[src/rtl/id_forward_scoreboard.sv]
// rtl/id_forward_scoreboard.sv - ID-stage operand forwarding with in-flight destination-tag scoreboard
module id_forward_scoreboard #(
    parameter int XLEN   = 32,
    parameter int NUM_RS = 2,
    parameter int STAGES = 3
) (
    input  logic                     clk,
    input  logic                     rst,
    input  logic                     id_valid,
    input  logic                     id_wen,
    input  logic [4:0]               id_rd,
    input  logic [5*NUM_RS-1:0]      id_rs,
    input  logic [XLEN*NUM_RS-1:0]   rf_data,
    input  logic [XLEN*STAGES-1:0]   stage_data,
    input  logic [STAGES-1:0]        stage_done,
    input  logic                     advance,
    input  logic                     flush,
    output logic [XLEN*NUM_RS-1:0]   rs_data,
    output logic                     stall,
    output logic [2*NUM_RS-1:0]      fwd_src,
    output logic [31:0]              stall_cnt
);

    logic [STAGES-1:0]      vld_q, vld_d;
    logic [STAGES-1:0]      rdy_q, rdy_d;
    logic [STAGES-1:0][4:0] tag_q, tag_d;
    logic [31:0]            stall_cnt_q, stall_cnt_d;

    logic [STAGES-1:0]      eff_rdy;
    logic [STAGES-1:0]      live;
    logic [NUM_RS-1:0]      port_hit;
    logic [NUM_RS-1:0]      port_rdy;

    // A live entry never carries tag x0, so a source of x0 can never match.
    always_comb begin
        eff_rdy = rdy_q | stage_done;
        live    = '0;
        for (int s = 0; s < STAGES; s++) begin
            live[s] = vld_q[s] & (tag_q[s] != 5'd0);
        end
    end

    // Scan oldest to youngest so the youngest matching producer wins.
    always_comb begin
        rs_data  = rf_data;
        fwd_src  = '0;
        port_hit = '0;
        port_rdy = '0;
        for (int p = 0; p < NUM_RS; p++) begin
            for (int s = STAGES - 1; s >= 0; s--) begin
                if (live[s] && (tag_q[s] == id_rs[5*p +: 5])) begin
                    port_hit[p]              = 1'b1;
                    port_rdy[p]              = eff_rdy[s];
                    rs_data[XLEN*p +: XLEN]  = stage_data[XLEN*s +: XLEN];
                end
            end
            if (port_hit[p]) begin
                fwd_src[2*p +: 2] = port_rdy[p] ? 2'd1 : 2'd2;
            end
        end
    end

    assign stall     = id_valid & (|(port_hit & ~port_rdy));
    assign stall_cnt = stall_cnt_q;

    always_comb begin
        vld_d = vld_q;
        tag_d = tag_q;
        rdy_d = eff_rdy;
        if (advance) begin
            for (int s = 1; s < STAGES; s++) begin
                vld_d[s] = vld_q[s-1];
                tag_d[s] = tag_q[s-1];
                rdy_d[s] = eff_rdy[s-1];
            end
            // A stalled ID enters EX as a bubble.
            vld_d[0] = id_valid & id_wen & ~stall & ~flush;
            tag_d[0] = id_rd;
            rdy_d[0] = 1'b0;
        end else if (flush) begin
            vld_d[0] = 1'b0;
        end

        stall_cnt_d = stall_cnt_q;
        if (stall && (stall_cnt_q != 32'hFFFF_FFFF)) begin
            stall_cnt_d = stall_cnt_q + 32'd1;
        end
    end

    always_ff @(posedge clk) begin
        if (rst) begin
            vld_q       <= '0;
            rdy_q       <= '0;
            tag_q       <= '0;
            stall_cnt_q <= '0;
        end else begin
            vld_q       <= vld_d;
            rdy_q       <= rdy_d;
            tag_q       <= tag_d;
            stall_cnt_q <= stall_cnt_d;
        end
    end

endmodule

[config.mk]
export PLATFORM = sky130hd
export DESIGN_NAME = id_forward_scoreboard
export DESIGN_NICKNAME = d
export VERILOG_FILES = /design/src/rtl/id_forward_scoreboard.sv
export SDC_FILE = /design/constraint.sdc
export NUM_CORES = 1
export LEC_CHECK = 0
export ABC_AREA = 1
export CAP_MARGIN = 0
export CORE_MARGIN = 2
export CORE_UTILIZATION = 30
export CTS_CLUSTER_DIAMETER = 60
export DETAILED_ROUTE_END_ITERATION = 16
export PLACE_DENSITY = 0.64
export SETUP_SLACK_MARGIN = 0.2
export SYNTH_ARGS = -nofsm -noshare
export SYNTH_HDL_FRONTEND = slang
export SYNTH_SLANG_ARGS = --single-unit
[constraint.sdc]
create_clock -name clk -period 2.6 [get_ports clk]
set_input_delay 0.39 -clock clk [delete_from_list [all_inputs] [get_ports clk]]
set_output_delay 0.39 -clock clk [all_outputs]
set_load 0.01 [all_outputs]
Word-level counts from Yosys, hierarchy flattened --
Cells that the tools add are included.
Cells by class: add/subtract/negate cells 1, multipliers 0, div/mod/pow operators 0, order comparisons 0, eq/ne operators 7, shift operators 0, muxes and demuxes 25, bitwise operators 12, reductions and logical operators 13
Operator list (count):
- 32-bit 2-to-1 mux | 6
- 32-bit by 1-bit adder with 32-bit output (second input constant) | 1
- 32-bit != test (second input constant) | 1
- 5-bit equality test | 6
- 5-bit nonzero test | 3
- 1-bit 2-to-1 mux | 14
- 2-bit 2-to-1 mux | 4
- 1-bit bitwise AND | 7
- 1-bit logical AND | 7
- 2-bit OR reduction | 2
- 3-bit 2-to-1 mux | 1
- 3-bit bitwise OR | 1
- 2-bit bitwise AND | 1
- 1-bit NOT | 2
- 2-bit NOT | 1
- 2-bit nonzero test | 1
Storage, ports and cells: register bits after elaboration 53, bits in latches 0, RAM bits 0, ROM bits 0, input bits 184, output and inout port bits 101, word-level logic and storage cells 66, memories 0

Logic depth before layout (Yosys ltp) --
Gate-level depths: netlist of run 1.
depth after elaboration 14, depth in mapped cells 17

Least setup slack after synthesis of run 1 --
OpenSTA, ideal clock, no wires.
path kind input to output, from input id_rs[4], to output rs_data[11], arrival time 1.633 ns, setup slack 0.577 ns, stages 9, buffers on the path 2, cells stage by stage xor2_1 > nor3_2 > nand3_2 > and2_1 > clkbuf_1 > clkbuf_1 > nand3_1 > o221ai_1 > inv_1
On the way: word-level cells in the longest chain between the ends 5, elaborated cells between the ends (all ways) 9, classes of those cells eq/ne (3); mux (3); reduce/logical (3)
Ends and longest elaborated chain:
- start: declaration | line 12 | input logic [5*NUM_RS-1:0] id_rs,
- 5-bit equality test | line 51 | if (live[s] && (tag_q[s] == id_rs[5*p +: 5])) begin
- 1-bit logical AND | line 51
- 32-bit 2-to-1 mux (2 in series) | line 51
- 32-bit 2-to-1 mux * | line 51
- end: declaration | line 18 | output logic [XLEN*NUM_RS-1:0] rs_data,
Every way passes the cells marked *; elsewhere a longest branch is shown, timed or not.

Worst setup path in the final report of run 1 --
from register tag_q[1] (netlist name), to output rs_data[13]
On the way: word-level cells in the longest chain between the ends 4, elaborated cells between the ends (all ways) 5, classes of those cells eq/ne (1); mux (1); bitwise (1); reduce/logical (2)
Ends and longest elaborated chain:
- start: declaration | line 26 | logic [STAGES-1:0][4:0] tag_q, tag_d;
- start signal: assignment | line 99 | tag_q <= tag_d;
- 5-bit nonzero test | line 39 | live[s] = vld_q[s] & (tag_q[s] != 5'd0);
- 1-bit bitwise AND | line 39
- 1-bit logical AND * | line 51
- 32-bit 2-to-1 mux * | line 51
Marks and branches as above.

==> impl_metrics.tcl, run 1 <==
set metrics [dict create \
    pre_cts_slack_ns -0.6025 \
    finalSetupTns_ns 0 \
    drv_cap 0 \
    grt_antenna_before_repair 3 \
    regToRegStartpoint "tag_q[11]$_SDFFE_PP0P_" \
    comb_power_share 0.336 \
    synth_flop_cell "dfxtp_1" \
    drt_wl_total_mm 29.42 \
    layout-drive-gt1-share 0.2951 \
    final_antenna_net_count 0 \
    syn-instance-count 964 \
    final_cell_area_mm2 0.01068 \
    p_total_mw 2.292 \
    switching_power_uw 660.3 \
    syn_nets 1149 \
    finalSetupViolCount 0 \
    p_clk_frac 0.300 \
    fp.dieW_um 139.0 \
    multi_input_comb_area_mm2 0.004280 \
    min_period_ns 2.533 \
    portBuffers 284 \
    pin_count 285 \
    finClkSkew_ns 0.008181 \
    dp.cells 1469 \
    start_util 0.3052 \
    yosysTopAreaCell "nand2_1" \
    synthTopCellsByCount "288 x nand2_1, 151 x inv_1, 122 x nand3_1" \
    rows 49 \
    drt_iter0_markers 592 \
    grt_overflow_total 0 \
    hp-class "register to register" \
    placed_area_mm2 0.008837 \
    cts_tree "yes" \
    slew_headroom 0.5300 \
    grt_pass1_vias 7438 \
    netlist.area_leader.share 0.1978 \
    p_int_mw 1.631 \
    crit_arrival_ns 2.14 \
    die-area_mm2 0.01931 \
    clock_sinks 53 \
    ys_types 31 \
    wire_per_inst_um 18.99 \
    ys_top_cells_by_area "nand2_1 20%, dfxtp_1 19%, nand3_1 11%, inv_1 10%, xor2_1 5.3%" \
    clk-insertion-delay-late_ns 0.29 \
    die_y_um 139.0 \
    p_seq_frac 0.364 \
    cts_buffers 5 \
    via_per_inst 5.274 \
    endpoint_kind "primary output" \
    regArea_mm2 0.001087 \
    crit_path_start_kind "register" \
    r2r_cells 18 \
    coreArea_mm2 0.01790 \
    synth_edf_count 0 \
    run_status "finished clean" \
    async_reset_ff_frac 0 \
    synth.most_common_cell "nand2_1" \
    grt_max_degree 49 \
    fmax_mhz 394.8 \
    drc_errors 0 \
    gp_congestion 0.9020 \
    crit_end "rs_data[13]" \
    timing.critical_path.from "tag_q[1]$_SDFFE_PP0P_" \
    root_buffer "clkbuf_16" \
    switching_share 0.2881 \
    vias 8169 \
    worstPathMaxFanout 16 \
    drt_first_pass_iters 5 \
    grt_pass1_wl_mm 41.26 \
    path_clk_slew_ns 0.08 \
    yosysSeqAreaShare 0.1942 \
    final_nets 1502 \
    fin_util 0.5963 \
    dp_hpwl_mm 19.60 \
    synth_area_mm2 0.005464 \
    cts_htree_levels 2 \
    holdWs_ns 0.5123 \
    ys_warn_count 0 \
    area_growth_pct 95.37 \
    hold_viol_final 0 \
    finalMaxSlewViolations 0 \
    worstPathRequired_ns 2.21 \
    synth.avg_cell_area_um2 5.668 \
    worst_pin_slew_ns 0.6986 \
    clockBufferDepth 2 \
    rsz0062_at_grt "true" \
    power_density_mw_per_mm2 214.7 \
    final_cells 1549 \
    synth-seq-cells 53 \
    critical_path_class "register to primary output" \
    r2r_end "stall_cnt[22]$_SDFFE_PP0P_" \
    setup_ws_ns 0.06735 \
    num-fill-cells 1651 \
    reg2reg_slack_ns 0.15 \
    grt_use_total 0.2627 \
    fin_crit_sh 0.9741 \
    p_leak_nw 4.801 \
    peakVddDrop_mv 0.2381 \
]
==> state kept, by name, summed over array words and instances, names as in the netlist <==
register,flops
rdy_q,3
stall_cnt,32
tag_q,15
vld_q,3
==> final cells by class <==
class	count	area share
well taps	229	0.02684
flip-flops and latches	53	0.1019
repair buffers	408	0.3990
inverters	157	0.05685
clock inverters	3	0.002344
diodes	2	0.0004688
clock buffers	5	0.01172
multi-input cells	692	0.4010
==> worst max-delay path: stages (launching register included) <==
cell	delay, ns
dfxtp_4	0.37
buf_4	0.15
xnor2_2	0.14
nand2_1	0.08
nor3_2	0.17
nand2_2	0.14
and2_4	0.22
buf_12	0.15
nand3_1	0.07
o221ai_1	0.11
inv_1	0.10
buf_2	0.13
==> cells in the final DEF, fill, tap and decap left out, drive strengths merged, types with 33 or more instances in the layout <==
| cell type | netlist | final |
|---|---|---|
| nand2 | 289 | 289 |
| clkdlybuf4s50 | 0 | 205 |
| buf | 19 | 186 |
| inv | 157 | 159 |
| nand3 | 124 | 124 |
| dfxtp | 53 | 53 |
| nor2 | 44 | 44 |
| nand4 | 43 | 43 |
| xor2 | 33 | 33 |
| a21oi | 33 | 33 |
==> power groups by stage <==
| stage | Clock [mW] | Sequential [mW] | Combinational, mW |
|---|---|---|---|
| 2_1_floorplan | 0 | 0.851 | 0.240 |
| 3_3_place_gp | 0 | 0.854 | 0.724 |
| 3_5_place_dp | 0 | 0.854 | 0.727 |
| 4_1_cts | 0.705 | 0.835 | 0.716 |
| 5_1_grt | 0.745 | 0.837 | 0.825 |
| 6_report | 0.688 | 0.835 | 0.769 |
==> logic make-up after synthesis <==
group / Yosys count / synth area share
buf+inv: 219 / 0.1562
simple gates: 526 / 0.4248
compound gates: 118 / 0.1472
xor+xnor: 47 / 0.07534
fa+ha+maj: 1 / 0.002290
flops: 53 / 0.1942
==> repair_timing <==
action                                  4_1_cts  5_1_grt
buffers inserted                             28       23
pin swaps                                    32       59
endpoints found under the hold margin         0        0
gates cloned                                  9       10
gates resized for setup                     329      298
hold buffers                                  0        0
endpoints found under the setup margin      101      101
==> worst min-delay path by stage <==
| stage | start | to | slack (ns) | cells after the start |
|---|---|---|---|---|
| after floorplan | rdy_q[0]$_SDFF_PP0_ | rdy_q[0]$_SDFF_PP0_ | 0.45 | 2 |
| after global placement | stall_cnt[31]$_SDFFE_PP0P_ | stall_cnt[31]$_SDFFE_PP0P_ | 0.48 | 2 |
| after detailed placement | stall_cnt[31]$_SDFFE_PP0P_ | stall_cnt[31]$_SDFFE_PP0P_ | 0.48 | 2 |
| after CTS | stall_cnt[31]$_SDFFE_PP0P_ | stall_cnt[31]$_SDFFE_PP0P_ | 0.50 | 2 |
| after global routing | tag_q[13]$_SDFFE_PP0P_ | tag_q[13]$_SDFFE_PP0P_ | 0.52 | 2 |
| final | vld_q[1]$_SDFFE_PP0P_ | vld_q[2]$_SDFFE_PP0P_ | 0.51 | 2 |
==> metal layers <==
metal | wire length, µm | track usage
met3 | 2265 | 0.04247
met1 | 11690 | 0.3326
met4 | 1394 | 0.09942
met2 | 14050 | 0.4491
met5 | 16 | 0
No activity file was read; power rests on OpenSTA's default activity.
==> run 2, diff against run 1 <==
- DONT_BUFFER_PORTS: not set -> 1
- PLACE_DENSITY: 0.64 -> 0.44
- clock period: 2.6 -> 2.7 ns (I/O delays scaled with it)
==> run 2 against run 1 <==
  * Via count decreased by 21%
  * Sequential cell count unchanged
  * Global-route usage decreased by 5.6 points
  * Critical path type unchanged
  * Register-to-register slack improved by 0.31 ns
  * Sequential power decreased by 3.7%
  * Clock-buffer cell count increased by 2
  * Clock skew decreased by 0.0047 ns
  * First-iteration DRC count decreased by 17%
  * Cell area decreased by 42%
==> impl_metrics.tcl, run 2 (same netlist as run 1, synthesis figures left out) <==
set metrics [dict create \
    drt_first_pass_iters 8 \
    root_buffer "clkbuf_16" \
    grt_pass1_wl_mm 33.23 \
    grt_overflow_total 0 \
    slew_headroom 0.5494 \
    p_total_mw 1.784 \
    fin_util 0.3441 \
    rows 49 \
    slowest_delay_ns 0.36 \
    final_cell_mix "285 x nand2_1, 142 x inv_1, 108 x nand3_1" \
    highest_layer "met4" \
    cts_tree "yes" \
    clockBufferDepth 2 \
    finClkSkew_ns 0.003489 \
    dp.cells 1146 \
    coreArea_mm2 0.01790 \
    largest_reg_flops 32 \
    path_common_cell "inv_1" \
    met2WireLength_mm 10.10 \
    p_leak_nw 2.869 \
    final_nets 1119 \
    final_cells 1164 \
    finalSetupTns_ns 0 \
    endpoint_kind "primary output" \
    cts_htree_levels 2 \
    layout-drive-gt1-share 0.1005 \
    hold_viol_final 0 \
    pin_count 285 \
    grt_antenna_before_repair 0 \
    run_status "finished clean" \
    drv_cap 0 \
    crit_chain "nor2_2, nand4_1, nand2_2, inv_1, nand3b_1, inv_2, nor2_4, buf_12, buf_6, nand3_1, o211ai_1, inv_1" \
    die_y_um 139.0 \
    worst-path-buf-inv 5 \
    gp_congestion 0.8873 \
    m1WireLength_mm 9.685 \
    fin_crit_sh 0.8896 \
    finalMaxSlewViolations 0 \
    min_period_ns 2.402 \
    grt_pass1_vias 5940 \
    crit_path_start_kind "register" \
    portBuffers 0 \
    start_util 0.3052 \
    grt_max_degree 65 \
    cts_buffers 5 \
    drt_wl_total_mm 21.98 \
    clk-insertion-delay-late_ns 0.30 \
    dr_wl_met3_mm 1.866 \
    worstPathRequired_ns 2.30 \
    via_per_inst 5.536 \
    vias 6444 \
    path_clk_slew_ns 0.07 \
    dp_hpwl_mm 15.77 \
    hp-class "primary input to register" \
    crit_arrival_ns 2.00 \
    final_antenna_net_count 0 \
    layout_commonest_cell "nand2_1" \
    wire_per_inst_um 18.89 \
    slowest_stage "dfxtp_4" \
    drt_iter0_markers 491 \
    power_density_mw_per_mm2 289.7 \
    fmax_mhz 416.3 \
    clock_sinks 53 \
    area_growth_pct 12.73 \
    rsz0062_at_grt "true" \
    finalSetupViolCount 0 \
    placed_area_mm2 0.005652 \
    fp.dieW_um 139.0 \
    peakVddDrop_mv 0.2685 \
    worst_pin_slew_ns 0.6743 \
    critical_path_class "register to primary output" \
    worstPathMaxFanout 8 \
    num_antenna_cells 0 \
    grt_use_total 0.2071 \
    drc_errors 0 \
    cp_top_family "simple AND/OR/NAND/NOR gates" \
    final_cell_area_mm2 0.006160 \
    die-area_mm2 0.01931 \
]
## run 2: cell count changes in the layout (fill, tap and decap cells not counted), sizes merged, moves of 2 or more
cell | previous run | this run
inv | 159 | 156
buf | 186 | 22
clkdlybuf4s50 | 205 | 0
clkdlybuf4s15 | 7 | 0
diode | 2 | 0
clkinv | 0 | 2
clkbuf | 15 | 10
## run 2: repair_timing
action	in CTS	in global routing
buffers inserted	1	5
hold buffers	0	0
gates cloned	0	4
setup endpoints to repair	64	82
pin swaps	0	15
gates resized for setup	7	66
## run 2: metrics by stage
stage          setup slack (ns)  hold WS [ns]
2_1_floorplan            0.6465        0.4546
3_3_place_gp             0.3875        0.4791
3_5_place_dp             0.3997        0.4795
4_1_cts                  0.1967        0.1585
5_1_grt                  0.1550        0.1561
6_report                 0.2981        0.1684
## run 2: power by group
group	leakage, nW	internal [mW]	switching, mW
Clock	0.0799	0.394	0.313
Sequential	0.435	0.793	0.0109
Combinational	2.35	0.104	0.170
## run 2: area by class of cell
type / instances / area (µm²)
well taps: 229 / 286.5
flip-flops and latches: 53 / 1081
repair buffers: 25 / 369.1
multi-input cells: 692 / 3666
clock buffers: 7 / 152.6
clock inverters: 1 / 5.005
fillers: 2014 / 11740
inverters: 157 / 599.3
## run 2: per-layer routing
layer	vias to the layer above	global-route usage
li1	3104	-
met1	3002	0.2888
met2	310	0.3316
met3	28	0.04834
met4	0	0.03509
met5	-	0
## run 2: worst reg2reg max path: cells and delay by family (launching register included)
kind / cells / cell delay, ns
flip-flops: 1 / 0.35
XOR/XNOR: 1 / 0.16
AND/OR/NAND/NOR: 9 / 1.21
buffers and inverters: 3 / 0.39
## run 2: final timing paths
check | from | to | slack [ns] | cells past startpoint
min reg2reg | rdy_q[0]$_SDFF_PP0_ | rdy_q[0]$_SDFF_PP0_ | 0.51 | 2
max | tag_q[0]$_SDFFE_PP0P_ | rs_data[55] | 0.30 | 12
min | rst | stall_cnt[6]$_SDFFE_PP0P_ | 0.17 | 1
max reg2reg | tag_q[4]$_SDFFE_PP0P_ | stall_cnt[1]$_SDFFE_PP0P_ | 0.46 | 13
